File: src/rtl/mux_32.sv
// 32:1 multiplexer of N-bit buses: combinational out plus a registered copy out_q.
// Define MUX32_PARITY_EN to add out_par, a registered even parity of out.
module mux_32 #(
    parameter int N = 1
) (
    input  logic         clk,
    input  logic         rst_n,
    input  logic [N-1:0] in00,
    input  logic [N-1:0] in01,
    input  logic [N-1:0] in02,
    input  logic [N-1:0] in03,
    input  logic [N-1:0] in04,
    input  logic [N-1:0] in05,
    input  logic [N-1:0] in06,
    input  logic [N-1:0] in07,
    input  logic [N-1:0] in08,
    input  logic [N-1:0] in09,
    input  logic [N-1:0] in10,
    input  logic [N-1:0] in11,
    input  logic [N-1:0] in12,
    input  logic [N-1:0] in13,
    input  logic [N-1:0] in14,
    input  logic [N-1:0] in15,
    input  logic [N-1:0] in16,
    input  logic [N-1:0] in17,
    input  logic [N-1:0] in18,
    input  logic [N-1:0] in19,
    input  logic [N-1:0] in20,
    input  logic [N-1:0] in21,
    input  logic [N-1:0] in22,
    input  logic [N-1:0] in23,
    input  logic [N-1:0] in24,
    input  logic [N-1:0] in25,
    input  logic [N-1:0] in26,
    input  logic [N-1:0] in27,
    input  logic [N-1:0] in28,
    input  logic [N-1:0] in29,
    input  logic [N-1:0] in30,
    input  logic [N-1:0] in31,
    input  logic [4:0]   select,
    output logic [N-1:0] out,
    output logic [N-1:0] out_q
`ifdef MUX32_PARITY_EN
    ,
    output logic         out_par
`endif
);

    logic [N-1:0] w_l0 [32];
    logic [N-1:0] w_l1 [16];
    logic [N-1:0] w_l2 [8];
    logic [N-1:0] w_l3 [4];
    logic [N-1:0] w_l4 [2];
    logic [N-1:0] r_out_q;

    assign w_l0[0]  = in00;  assign w_l0[1]  = in01;  assign w_l0[2]  = in02;  assign w_l0[3]  = in03;
    assign w_l0[4]  = in04;  assign w_l0[5]  = in05;  assign w_l0[6]  = in06;  assign w_l0[7]  = in07;
    assign w_l0[8]  = in08;  assign w_l0[9]  = in09;  assign w_l0[10] = in10;  assign w_l0[11] = in11;
    assign w_l0[12] = in12;  assign w_l0[13] = in13;  assign w_l0[14] = in14;  assign w_l0[15] = in15;
    assign w_l0[16] = in16;  assign w_l0[17] = in17;  assign w_l0[18] = in18;  assign w_l0[19] = in19;
    assign w_l0[20] = in20;  assign w_l0[21] = in21;  assign w_l0[22] = in22;  assign w_l0[23] = in23;
    assign w_l0[24] = in24;  assign w_l0[25] = in25;  assign w_l0[26] = in26;  assign w_l0[27] = in27;
    assign w_l0[28] = in28;  assign w_l0[29] = in29;  assign w_l0[30] = in30;  assign w_l0[31] = in31;

    // Tree of 2:1 selections: select[0] picks between leaf pairs, select[4] at the root.
    for (genvar g = 0; g < 16; g++) begin : g_l1
        assign w_l1[g] = select[0] ? w_l0[2*g+1] : w_l0[2*g];
    end
    for (genvar g = 0; g < 8; g++) begin : g_l2
        assign w_l2[g] = select[1] ? w_l1[2*g+1] : w_l1[2*g];
    end
    for (genvar g = 0; g < 4; g++) begin : g_l3
        assign w_l3[g] = select[2] ? w_l2[2*g+1] : w_l2[2*g];
    end
    for (genvar g = 0; g < 2; g++) begin : g_l4
        assign w_l4[g] = select[3] ? w_l3[2*g+1] : w_l3[2*g];
    end
    assign out = select[4] ? w_l4[1] : w_l4[0];

    // NOTE: non-blocking assignment so out_q captures out as it was before the edge.
    always_ff @(posedge clk or negedge rst_n) begin
        if (!rst_n) r_out_q <= '0;
        else        r_out_q <= out;
    end
    assign out_q = r_out_q;

`ifdef MUX32_PARITY_EN
    logic r_out_par;

    always_ff @(posedge clk or negedge rst_n) begin
        if (!rst_n) r_out_par <= 1'b0;
        else        r_out_par <= ^out;
    end
    assign out_par = r_out_par;
`endif

endmodule

File: config.mk
export PLATFORM = sky130hd
export DESIGN_NAME = mux_32
export DESIGN_NICKNAME = d
export VERILOG_FILES = /design/src/rtl/mux_32.sv
export SDC_FILE = /design/constraint.sdc
export NUM_CORES = 1
export LEC_CHECK = 0
export BUFFER_PORTS_ARGS = -buffer_cell sky130_fd_sc_hd__buf_2
export CAP_MARGIN = 20
export CORE_AREA = 2 2 39 41
export CTS_BUF_LIST = sky130_fd_sc_hd__clkbuf_2 sky130_fd_sc_hd__clkbuf_4 sky130_fd_sc_hd__clkbuf_8
export DETAILED_ROUTE_END_ITERATION = 6
export DIE_AREA = 0 0 41 43
export PLACE_DENSITY = 0.77
export SLEW_MARGIN = 10
export SYNTH_ARGS = -nofsm -noshare
export SYNTH_HDL_FRONTEND = slang
export SYNTH_SLANG_ARGS = --single-unit
File: constraint.sdc
create_clock -name clk -period 2.4 [get_ports clk]
set_input_delay 0.36 -clock clk [delete_from_list [all_inputs] [get_ports clk]]
set_output_delay 0.36 -clock clk [all_outputs]
set_load 0.005 [all_outputs]
# == Word-level counts from Yosys, hierarchy flattened ==
# Cells that the tools add are included.
# totals
ff_bits,1
inputBits,39
out_inout_bits,2
word_cells,32
# op_classes
muxes,31
# op_table
cell,count
1-bit 2-to-1 mux,31

# == Logic depth before layout (Yosys ltp) ==
# depth
word_depth,5
depth_mapped,7
ltp_nobuf,5

# == Least setup slack after synthesis ==
# OpenSTA, ideal clock, no wires.
# synth_path
path_kind,input to output
from,in select[0]
to,out out
arrival_time_ps,1266
setup_slack_ps,774
stages,7
path_buffers,2
path_cell_list,buf_6 -> buf_12 -> mux2i_1 -> a22oi_1 -> nand3_1 -> nand2_1 -> a311o_1
# synth_via
elab_chain_cells,5
word_cells_on_any_way,31
cone_classes,mux: 31
# synth_rtl
item,line,text
start: declaration,40,"input logic [4:0] select,"
1-bit 2-to-1 mux,67,assign w_l1[g] = select[0] ? w_l0[2*g+1] : w_l0[2*g];
1-bit 2-to-1 mux,70,assign w_l2[g] = select[1] ? w_l1[2*g+1] : w_l1[2*g];
1-bit 2-to-1 mux,73,assign w_l3[g] = select[2] ? w_l2[2*g+1] : w_l2[2*g];
1-bit 2-to-1 mux,76,assign w_l4[g] = select[3] ? w_l3[2*g+1] : w_l3[2*g];
1-bit 2-to-1 mux (*),78,assign out = select[4] ? w_l4[1] : w_l4[0];
end: declaration,41,"output logic [N-1:0] out,"
# Mark *: on every way between the ends. The rest lies on a longest branch, timed or not.

# == Worst setup path in the final report ==
# Ends and elaborated chain as after synthesis.

==> reports/metrics.yaml <==
rsz0062_at_grt: "false"
power.ir.vdd_worst_v: 0.0000583
yosys-top-cells-area: "mux2i_1 46%, a22oi_1 8.6%, dfrtp_1 7.1%, nand2_1 6.4%, buf_12 5.7%"
required_ps: 2040
area_growth_pct: 53.9
slew_viol_final: 0
hpwl_um: 834
via_per_inst: 4.53
die_w_um: 41
grt_pass1_vias: 369
vias: 435
final_hold_viol_count: 0
io_buffers: 40
ant_nets: 0
synth_top_area_frac: 0.457
yosys_warnings: 0
drv_cap: 0
wire_per_inst_um: 9.67
final_cells: 96
io-pin-count: 41
min_path_type: "in -> async"
multi_input_area_um2: 294
drt_first_pass_iters: 4
grt_pass1_wl_mm: 1.37
placed_cells: 96
syn_nets: 81
setup_tns_ps: 0
yosysUniqueCellTypes: 16
fin_crit_sh: 0.861
grt_max_degree: 17
yosysSeqAreaShare: 0.0714
cp-start-kind: "input port"
status: "finished clean"
start_util: 0.253
remaining_drc_errors: 0
grt_util_all_layers: 0.102
layout_min_cycle_time_ps: 2070
cp_max_fo: 16
synth_area_per_cell_um2: 8.34
tightest_slew_ps: 446
core_um2: 1380
die_h_um: 43
drive_gt1_frac: 0.500
antenna_found_initial: 0
diodes: 0
setup_viol: 0
synth_top_cell_by_area: "mux2i_1"
cts.repair.resized: 0
power.density_nw_per_um2: 186
routed_wl_um: 928
fmax_mhz: 484
gp_congestion: 0.770
slew_headroom: 0.703
place_ws_ps: 320
post_cts_buffers: 0
synth_area_um2: 350
drtIter0Drc: 3
synth.ff_latch_count: 1
synth_cells: 42
cts_hold_buffers: 0
clkTransAtPathRegs_ps: 0
die-area_um2: 1760
seqCellArea_um2: 25.0
worst_slack_ps: 333
crit_arrival_ps: 1710
rows: 14
fin_util: 0.390
overflow: 0
largest_register_ffs: 1
critPathCaptureType: "primary output"
layout.nets: 121
critPathKind: "in -> out"
n_fill_cell: 151
p_leak_uw: 0.000311
[path summary, 6_finish.rpt]
path                            from     to  slack (ps)  cells past startpoint
max in group asynchronous      rst_n  out_q        2180                      1
worst max-delay path       select[0]    out         330                      7
min in group clk               out_q  out_q         750                      1
worst min-delay path           rst_n  out_q         130                      1
[final cells by class]
cell class                 count  area share
multi-input combinational     39       0.545
tap                           16      0.0371
sequential                     1      0.0464
timing repair buffer          40       0.371
[cell usage after synthesis]
master and number:
mux2i_1 16, nand2_1 6, a22oi_1 4, a21oi_1 3, nand3_1 2, a211oi_1 1, a311o_1 1, and2_1 1
and2b_1 1, buf_12 1, buf_6 1, dfrtp_1 1, nand2b_1 1, nand4b_1 1, nor2_1 1, nor2b_1 1
[cells by family (layout without fill, tap and decap cells)]
family | Yosys count | in the layout | share of synthesized area
AOI/OAI and AO/OA | 9 | 9 | 0.179
muxes | 16 | 16 | 0.457
DFF | 1 | 1 | 0.0714
and+or+nand+nor | 14 | 14 | 0.204
buffers and inverters | 2 | 40 | 0.0893
[metrics by stage]
| step | hold slack (ps) | cell area (µm²) | total power [µW] |
|---|---|---|---|
| 2_1_floorplan | 64.4 | 350 | 65.7 |
| 3_5_place_dp | 136 | 539 | 102 |
| 3_3_place_gp | 134 | 539 | 99.6 |
| 4_1_cts | 136 | 539 | 102 |
| 6_report | 135 | 539 | 100 |
| 5_1_grt | 137 | 539 | 110 |
[placed cells by master (no fill, tap or decap), drive strengths merged]
master and instances:
buf 40, mux2i 16, nand2 6, a22oi 4, a21oi 3, nand3 2, nor2b 1, and2b 1
and2 1, nor2 1, a211oi 1, nand4b 1, nand2b 1, a311o 1, dfrtp 1
[layer usage]
metal	global-route usage	wire length (µm)	vias to the layer above
met1	0.131	383	179
met2	0.191	469	18
li1	-	-	238
met3	0	76	0
met5	0	0	-
met4	0	0	0
[power by group]
| part | switching (µW) | total, µW | internal, µW | leakage, µW |
|---|---|---|---|---|
| Sequential | 0.378 | 20.0 | 19.6 | 0.0000118 |
| Combinational | 33.4 | 80.4 | 47.0 | 0.000299 |
| Clock | 0 | 0 | 0 | 0 |
[worst max-delay path: stages]
cell,delay (ps)
buf_2,370
mux2i_1,260
a22oi_1,110
nand4b_1,100
a21oi_1,50
a311o_1,340
buf_2,130
Note: power is estimated with default switching activity, not from simulation.
